**config.mk**
```make
export PLATFORM = sky130hd
export DESIGN_NAME = pkt_link_write
export DESIGN_NICKNAME = d
export VERILOG_FILES = /design/src/rtl/pkt_link_write.sv
export SDC_FILE = /design/constraint.sdc
export NUM_CORES = 1
export LEC_CHECK = 0
export ABC_AREA = 1
export BUFFER_PORTS_ARGS = -buffer_cell sky130_fd_sc_hd__buf_2
export CAP_MARGIN = 5
export CORE_ASPECT_RATIO = 1.25
export CORE_UTILIZATION = 30
export DETAILED_ROUTE_END_ITERATION = 12
export PLACE_DENSITY_LB_ADDON = 0.25
export SKIP_CTS_REPAIR_TIMING = 1
export SYNTH_ARGS = -nofsm -noshare
export SYNTH_HDL_FRONTEND = slang
export SYNTH_SLANG_ARGS = --single-unit
export TNS_END_PERCENT = 50
```
**constraint.sdc**
```tcl
create_clock -name iClk -period 1.7 [get_ports iClk]
set_input_delay 0.085 -clock iClk [delete_from_list [all_inputs] [get_ports iClk]]
set_output_delay 0.085 -clock iClk [all_outputs]
set_load 0.02 [all_outputs]
```
**src/rtl/pkt_link_write.sv**
```systemverilog
// Ingress packet link writer: assigns a free buffer address to each block, chains them in the link-list SRAM
// and hands a packet descriptor to the read side. Optional statistics counters: define PKT_LINK_WRITE_STAT_EN.
module pkt_link_write #(
  parameter int ADDR_LENTH = 12,
  parameter int MAX_BLK    = 16,
  localparam int CNT_W     = $clog2(MAX_BLK)
) (
  input  logic                  iClk,
  input  logic                  iRst,
  input  logic [ADDR_LENTH-1:0] iEptyAddr,
  input  logic                  iEptyAddrVld,
  output logic                  oEptyAddrRdy,
  input  logic                  iBlkVld,
  output logic                  oBlkRdy,
  input  logic                  iBlkSop,
  input  logic                  iBlkEop,
  input  logic                  iBlkErr,
  output logic [ADDR_LENTH-1:0] oBlockAddr,
  output logic                  oBlockAddrVld,
  output logic [ADDR_LENTH-1:0] oWriteLaddr,
  output logic [ADDR_LENTH-1:0] oWriteLdata,
  output logic                  oWriteLaddrVld,
  output logic [ADDR_LENTH-1:0] oPktFirAddr,
  output logic                  oPktFirAddrVld,
  output logic [CNT_W-1:0]      oPktBlockNum,
  output logic                  oPktDrop,
  input  logic                  iPktFirAddrRdy,
  output logic                  oProtoErr,
  output logic [15:0]           oPktCnt,
  output logic [15:0]           oDropCnt
);

  // state | meaning
  // IDLE  | awaiting SOP
  // BODY  | mid-packet, linking blocks
  // TRUNC | packet overflowed, absorbing blocks until EOP
  // DESC  | descriptor presented, waiting for read side
  typedef enum logic [1:0] {IDLE, BODY, TRUNC, DESC} state_t;

  state_t                state, nextState;
  logic [ADDR_LENTH-1:0] firstAddr, prevAddr;
  logic [CNT_W-1:0]      blkCnt;
  logic                  dropFlag;
  logic                  overflow;
  logic                  blkAcc;
  logic                  descAcc;

  always_ff @(posedge iClk) begin
    if (iRst) state <= IDLE;
    else      state <= nextState;
  end

  // A block arriving with the counter already at MAX_BLK-1 has no room left in the
  // descriptor count, so it is never linked even when it carries EOP.
  always_comb begin
    nextState    = state;
    oBlkRdy      = 1'b0;
    oEptyAddrRdy = 1'b0;
    overflow     = 1'b0;
    case (state)
      IDLE: begin
        oBlkRdy      = iEptyAddrVld;
        oEptyAddrRdy = iBlkVld & iEptyAddrVld & iBlkSop;
        if (iBlkVld & iEptyAddrVld & iBlkSop)
          nextState = iBlkEop ? DESC : BODY;
      end
      BODY: begin
        overflow     = (blkCnt == CNT_W'(MAX_BLK - 1));
        oBlkRdy      = iEptyAddrVld;
        oEptyAddrRdy = iBlkVld & iEptyAddrVld & ~overflow;
        if (iBlkVld & iEptyAddrVld) begin
          if (iBlkEop)       nextState = DESC;
          else if (overflow) nextState = TRUNC;
        end
      end
      TRUNC: begin
        oBlkRdy = 1'b1;
        if (iBlkVld & iBlkEop) nextState = DESC;
      end
      DESC: begin
        if (iPktFirAddrRdy) nextState = IDLE;
      end
      default: nextState = IDLE;
    endcase
    if (iRst) begin
      oBlkRdy      = 1'b0;
      oEptyAddrRdy = 1'b0;
    end
  end

  assign blkAcc  = iBlkVld & oBlkRdy;
  assign descAcc = (state == DESC) & iPktFirAddrRdy;

  always_ff @(posedge iClk) begin
    if (iRst) begin
      firstAddr      <= '0;
      prevAddr       <= '0;
      blkCnt         <= '0;
      dropFlag       <= 1'b0;
      oBlockAddr     <= '0;
      oBlockAddrVld  <= 1'b0;
      oWriteLaddr    <= '0;
      oWriteLdata    <= '0;
      oWriteLaddrVld <= 1'b0;
      oProtoErr      <= 1'b0;
    end else begin
      oBlockAddrVld  <= 1'b0;
      oWriteLaddrVld <= 1'b0;
      oProtoErr      <= 1'b0;
      case (state)
        IDLE: begin
          if (blkAcc) begin
            if (iBlkSop) begin
              firstAddr     <= iEptyAddr;
              prevAddr      <= iEptyAddr;
              blkCnt        <= '0;
              dropFlag      <= iBlkErr;
              oBlockAddr    <= iEptyAddr;
              oBlockAddrVld <= 1'b1;
            end else begin
              oProtoErr <= 1'b1;
            end
          end
        end
        BODY: begin
          if (blkAcc) begin
            dropFlag <= dropFlag | iBlkErr | iBlkSop | overflow;
            if (!overflow) begin
              blkCnt         <= blkCnt + CNT_W'(1);
              prevAddr       <= iEptyAddr;
              oBlockAddr     <= iEptyAddr;
              oBlockAddrVld  <= 1'b1;
              oWriteLaddr    <= prevAddr;
              oWriteLdata    <= iEptyAddr;
              oWriteLaddrVld <= 1'b1;
            end
          end
        end
        default: ;
      endcase
    end
  end

  assign oPktFirAddrVld = (state == DESC);
  assign oPktFirAddr    = firstAddr;
  assign oPktBlockNum   = blkCnt;
  assign oPktDrop       = dropFlag;

`ifdef PKT_LINK_WRITE_STAT_EN
  always_ff @(posedge iClk) begin
    if (iRst) begin
      oPktCnt  <= '0;
      oDropCnt <= '0;
    end else if (descAcc) begin
      if (!dropFlag && oPktCnt != 16'hFFFF)  oPktCnt  <= oPktCnt + 16'd1;
      if (dropFlag && oDropCnt != 16'hFFFF)  oDropCnt <= oDropCnt + 16'd1;
    end
  end
`else
  assign oPktCnt  = '0;
  assign oDropCnt = '0;
`endif

endmodule
```
* Yosys cells after proc, flatten, opt, wreduce, memory -nomap -nowiden
Cells that the tools add are included.
Cells by class: bitwise logic cells 13, eq/ne operators 13, add/subtract/negate cells 1, reductions and logical operators 10, muxes and demuxes 33
Operator list (count):
- $mux W12 | 4
- $pmux W12 S2 | 1
- $mux W4 | 4
- $mux W2 | 7
- $ne A2 B2 Y1 const B | 7
- $mux W1 | 11
- $reduce_and A5 Y1 | 2
- $pmux W1 S2 | 4
- $pmux W2 S4 | 1
- $pmux W4 S2 | 1
- $reduce_and A3 Y1 | 2
- $and A1 B1 Y1 | 5
- $not A1 Y1 | 5
- $add A4 B1 Y4 const B | 1
- $eq A2 B2 Y1 const B | 2
- $eq A4 B4 Y1 const B | 1
- $reduce_and A4 Y1 | 1
- $reduce_or A2 Y1 | 2
- $ne A3 B3 Y1 const B | 1
- $or A1 B1 Y1 | 3
- $reduce_or A3 Y1 | 1
- $eq A2 B1 Y1 const B | 1
- $logic_not A2 Y1 | 1
- $ne A2 B1 Y1 const B | 1
- $reduce_bool A2 Y1 | 1
Word-level totals: output and inout port bits 91, word-level logic and storage cells 80, register bits after elaboration 58, bits of input ports 20

* Longest topological paths before layout
depth after elaboration 7, gate-level depth with buffers 10, depth with buffers taken out 9

* Least setup slack after synthesis
Ideal clock, no wire load.
kind register to output, start register state[0], end output oEptyAddrRdy, arrival 1.545 ns, path buffers 2, setup slack 0.070 ns, data required time 1.615 ns, stages on the path, launching flop included 7, cell sequence dfxtp_1 inv_1 ha_1 buf_4 clkbuf_1 a21oi_1 nor3_1
Between the ends: word-level cells in the longest chain between the ends 3, elaborated cells between the ends (all ways) 4, those cells by class eq/ne: 1; mux: 2; reduce/logical: 1
Ends and longest elaborated chain:
- from (decl) | RTL line 40 | state_t state, nextState;
- from (signal assigned) | RTL line 50 | else state <= nextState;
- $eq A2 B1 Y1 or $logic_not A2 Y1 (tied branches) | RTL line 60 | case (state)
- $pmux W1 S2 * | RTL line 60
- $mux W1 * | RTL line 85 | if (iRst) begin
- to (decl) | RTL line 12 | output logic oEptyAddrRdy,
Mark *: on every way between the ends. The rest lies on a longest branch, timed or not.

* Worst setup path in the final report
start register state[1], end output oEptyAddrRdy
The elaborated chain is that of the path after synthesis.

==> out/summary.md <==
Synthesis produced a netlist whose cell count is 337. The run finished with clean final reports. The fraction of synthesized cell area in xor and xnor cells is 0.325%. The most numerous cell on the critical path was sky130_fd_sc_hd__inv_2.

The number of max-slew violations in the final report came out at 0. The vertical extent of the die is 108 um. Of the total synthesized cell area, the portion taken by full adders, half adders and majority gates is 2.32%. The finished layout holds 543 standard cells, fillers aside. The tightest min-delay check is of the in -> reg type. Setup slack on the worst reg-to-reg path comes out at 0.16 ns.

The antenna violation net count after detailed routing was 0. Worst reg2reg path endpoint: prevAddr[8]$_SDFFE_PP0P_. Setup violations remaining at the end of the flow were counted as 0. The tools report the worst supply voltage drop on vdd as 0.575 mV.

The die width works out to 86.8 um. Averaged over all synthesized cells, the footprint is 8.00 sq um. In this run the number of H-tree levels came out at 3. The TritonCTS buffer count was 9; the top-level I/O count was 111. The worst hold path terminates at oWriteLdata[8]$_SDFFE_PP0P_. Entering global routing, the biggest net connects 30 pins.

Origin of the worst min-delay path: iEptyAddr[8]. After synthesis, the largest family of logic cells by area is simple AND/OR/NAND/NOR gates. The post-detailed-placement half-perimeter wirelength is 5130 um.

In this run the critical register-to-register path is launched from state[1]$_SDFFE_PP0P_. The fraction of layout instances using a drive strength above 1 is 33.6%. Synthesis-to-layout area growth: 23.5%. The signal on the critical path passes through inv_2 -> ha_4 -> nand2_2 -> inv_2 -> a21oi_2 -> nor3_2 -> buf_4.

For this run the aggregate overflow at the end of global routing stands at 0. The synthesized netlist contains 30 unique library cells. Summing every instance area after synthesis gives 2700 sq um.

Once the floorplan was initialized, standard cells occupied 31.0% of the core. The tools report the number of iterations in the first detailed-routing pass as 4. CTS saw 58 sinks. The run gives 0 as the final count of hold timing violations.

The tools report the final estimated routing congestion in global placement as 0.825. TritonCTS built the clock tree. The proportion of netlist area held by the largest area contributor is 43.1%, and the number of cells in the design after placement is 527. The clock latency on the worst-skew pair was 0.34 ns. Clock-pin slew was measured on the worst setup and hold paths at 0.06 ns. In this run the static leakage power is 1.59 nW. Measured against the total synthesized area, the mux share comes to 0%.

CTS placed an instance of sky130_fd_sc_hd__clkbuf_8 at the clock tree root. The final route contains 2443 vias. The synthesized netlist devotes 26.7% of its cell area to simple gates.

The library cell used most frequently in the layout, excluding fill and tap cells, is sky130_fd_sc_hd__buf_2. The highest fanout seen on the critical path came out at 7. For this block, the routed nets add up to 7110 um of wire. The number of DRC markers after the initial detailed-route iteration is 105, and the highest attainable clock frequency is 0.622 GHz. Final routed wire length divided by cell count: 13.1 um.

In the layout the commonest cells are sky130_fd_sc_hd__buf_2 (77), sky130_fd_sc_hd__dfxtp_1 (55), sky130_fd_sc_hd__nor2_1 (48). The overall routing resource usage is 15.8%. The die covers 9370 sq um.

Dividing total power by cell area gives a power density of 1190 nW/um^2. For this run, design rule violations remaining after detail routing come to 0. Buffers placed on the I/O ports in this run total 78. The first-pass GRT wire length was 11100 um. The run gives 0 as the count of max-cap constraint violations. The floorplan has 38 rows. In the final design database the tool counted 444 nets. Critical path class: reg -> out.

The total buffers and inverters traversed by the critical path was 3; the register area share after synthesis was 43.1%. The tools report the initial antenna violation count as 0. In this run, synthesis produced a sequential element count of 58.

Dividing the detail-routed via count by the number of cells gives 4.50. STA classifies the critical path endpoint as an output port. Clock skew on the completed layout was measured at 0.00641 ns.

The kind of cell with the highest combined delay along the critical path is flip-flops. The synthesized design spends more area on one cell type than any other, namely sky130_fd_sc_hd__dfxtp_1. During synthesis, Yosys emitted a total of 0 warnings.

The number of global-route vias before repair is 2187. No sink is reached through more buffers than the 2 on the longest clock path. The maximum single-stage delay on the critical path is 0.42 ns, and the number of inserted diodes is 0. Summing the areas of all compound-gate instances in the mapped netlist gives 11.3% of the synthesized area. STA classifies the critical path startpoint as a flip-flop.

Slowest cell on the critical path: sky130_fd_sc_hd__dfxtp_1. The run gives 1.52 ns as the worst path arrival time. The final critical-path required period was 1.61 ns. The number of cells on the worst reg-to-reg path is 8. The core region is 8700 sq um. Hold path depth: 3.

By area the synthesized netlist is led by sky130_fd_sc_hd__dfxtp_1 (43%), sky130_fd_sc_hd__buf_4 (9.5%), sky130_fd_sc_hd__nor2_1 (6.7%). The completed layout was analyzed and its total power is 3.95 mW. The final critical path takes up 94.5% of the cycle. For the worst setup path, the data required time is 1.62 ns.
[kinds of logic (layout without fill, tap and decap cells)]
logic type               count (synthesis)  after routing
buffers and inverters                   65            120
XOR/XNOR                                 1              1
other                                    1             32
AND/OR/NAND/NOR                        148            148
AO/OA/AOI/OAI                           59             59
adder cells (fa/ha/maj)                  5              5
flip-flops                              58             58
[registers in the layout (all words and copies together) (netlist names)]
signal          cells
oWriteLdata        12
oProtoErr           1
oWriteLaddrVld      1
oPktDrop            1
oPktBlockNum        4
prevAddr           12
oWriteLaddr        12
state               2
oPktFirAddr        12
oBlockAddrVld       1
[worst register-to-register path: cells and delay by family, from the launching register on]
family	cells	cell delay, ns
AND/OR/NAND/NOR	3	0.32
AO/OA/AOI/OAI	2	0.24
flip-flops	1	0.42
buffers and inverters	2	0.25
adder cells (fa/ha/maj)	1	0.23
[how the worst max path moves through the flow]
stage                           from                           to  slack (ns)  depth (start not counted)
4_1_cts        state[1]$_SDFFE_PP0P_                 oEptyAddrRdy       -0.26                          7
3_5_place_dp   state[1]$_SDFFE_PP0P_  oWriteLaddr[9]$_SDFFE_PP0P_        0.08                          7
2_1_floorplan  state[0]$_SDFFE_PP0P_                 oEptyAddrRdy        0.07                          6
5_1_grt        state[1]$_SDFFE_PP0P_                 oEptyAddrRdy      -0.003                          7
3_3_place_gp   state[1]$_SDFFE_PP0P_  oWriteLdata[8]$_SDFFE_PP0P_        0.08                          7
6_report       state[1]$_SDFFE_PP0P_                 oEptyAddrRdy        0.09                          7
[Yosys cell counts, drive strengths merged]
| cell | instances |
|---|---|
| nor2 | 61 |
| dfxtp | 58 |
| nand2 | 47 |
| buf | 44 |
| a21oi | 30 |
| o21ai | 27 |
| nand3 | 24 |
| inv | 14 |
| nand4 | 13 |
| clkbuf | 7 |
| ha | 5 |
| nor3 | 2 |
| conb | 1 |
| nand3b | 1 |
| o211ai | 1 |
| o21bai | 1 |
| xor2 | 1 |
[layout make-up]
type | instances | area, sq um
fillers | 908 | 5370
multi-input cells | 245 | 1260
flip-flops and latches | 58 | 1170
repair buffers | 91 | 507
well taps | 120 | 150
clock buffers | 12 | 145
inverters | 14 | 55.1
clock inverters | 3 | 40.0
[per-layer routing]
metal  wire length, um  track usage, %
met3               346            3.36
met1              3060            19.3
met4               216            8.81
met2              3480            25.8
met5                 0               0
[report_power, final]
group | total [mW] | internal [mW] | switching, mW
Sequential | 1.56 | 1.47 | 0.0921
Clock | 1.24 | 0.705 | 0.535
Combinational | 1.15 | 0.377 | 0.774
[stage by stage]
step / setup TNS (ns) / hold slack (ns) / instance area, sq um / util [%] / setup WS, ns
6_report: 0 / 0.0303 / 3330 / 38.3 / 0.0928
2_1_floorplan: 0 / 0.213 / 2810 / - / 0.0695
4_1_cts: -0.263 / 0.0148 / 3260 / 37.5 / -0.263
3_3_place_gp: 0 / 0.366 / 3070 / 35.3 / 0.0808
3_5_place_dp: 0 / 0.380 / 3070 / 35.3 / 0.0816
5_1_grt: -0.00282 / 0.0295 / 3330 / 38.3 / -0.00282
Note: power is estimated with default switching activity, not from simulation.
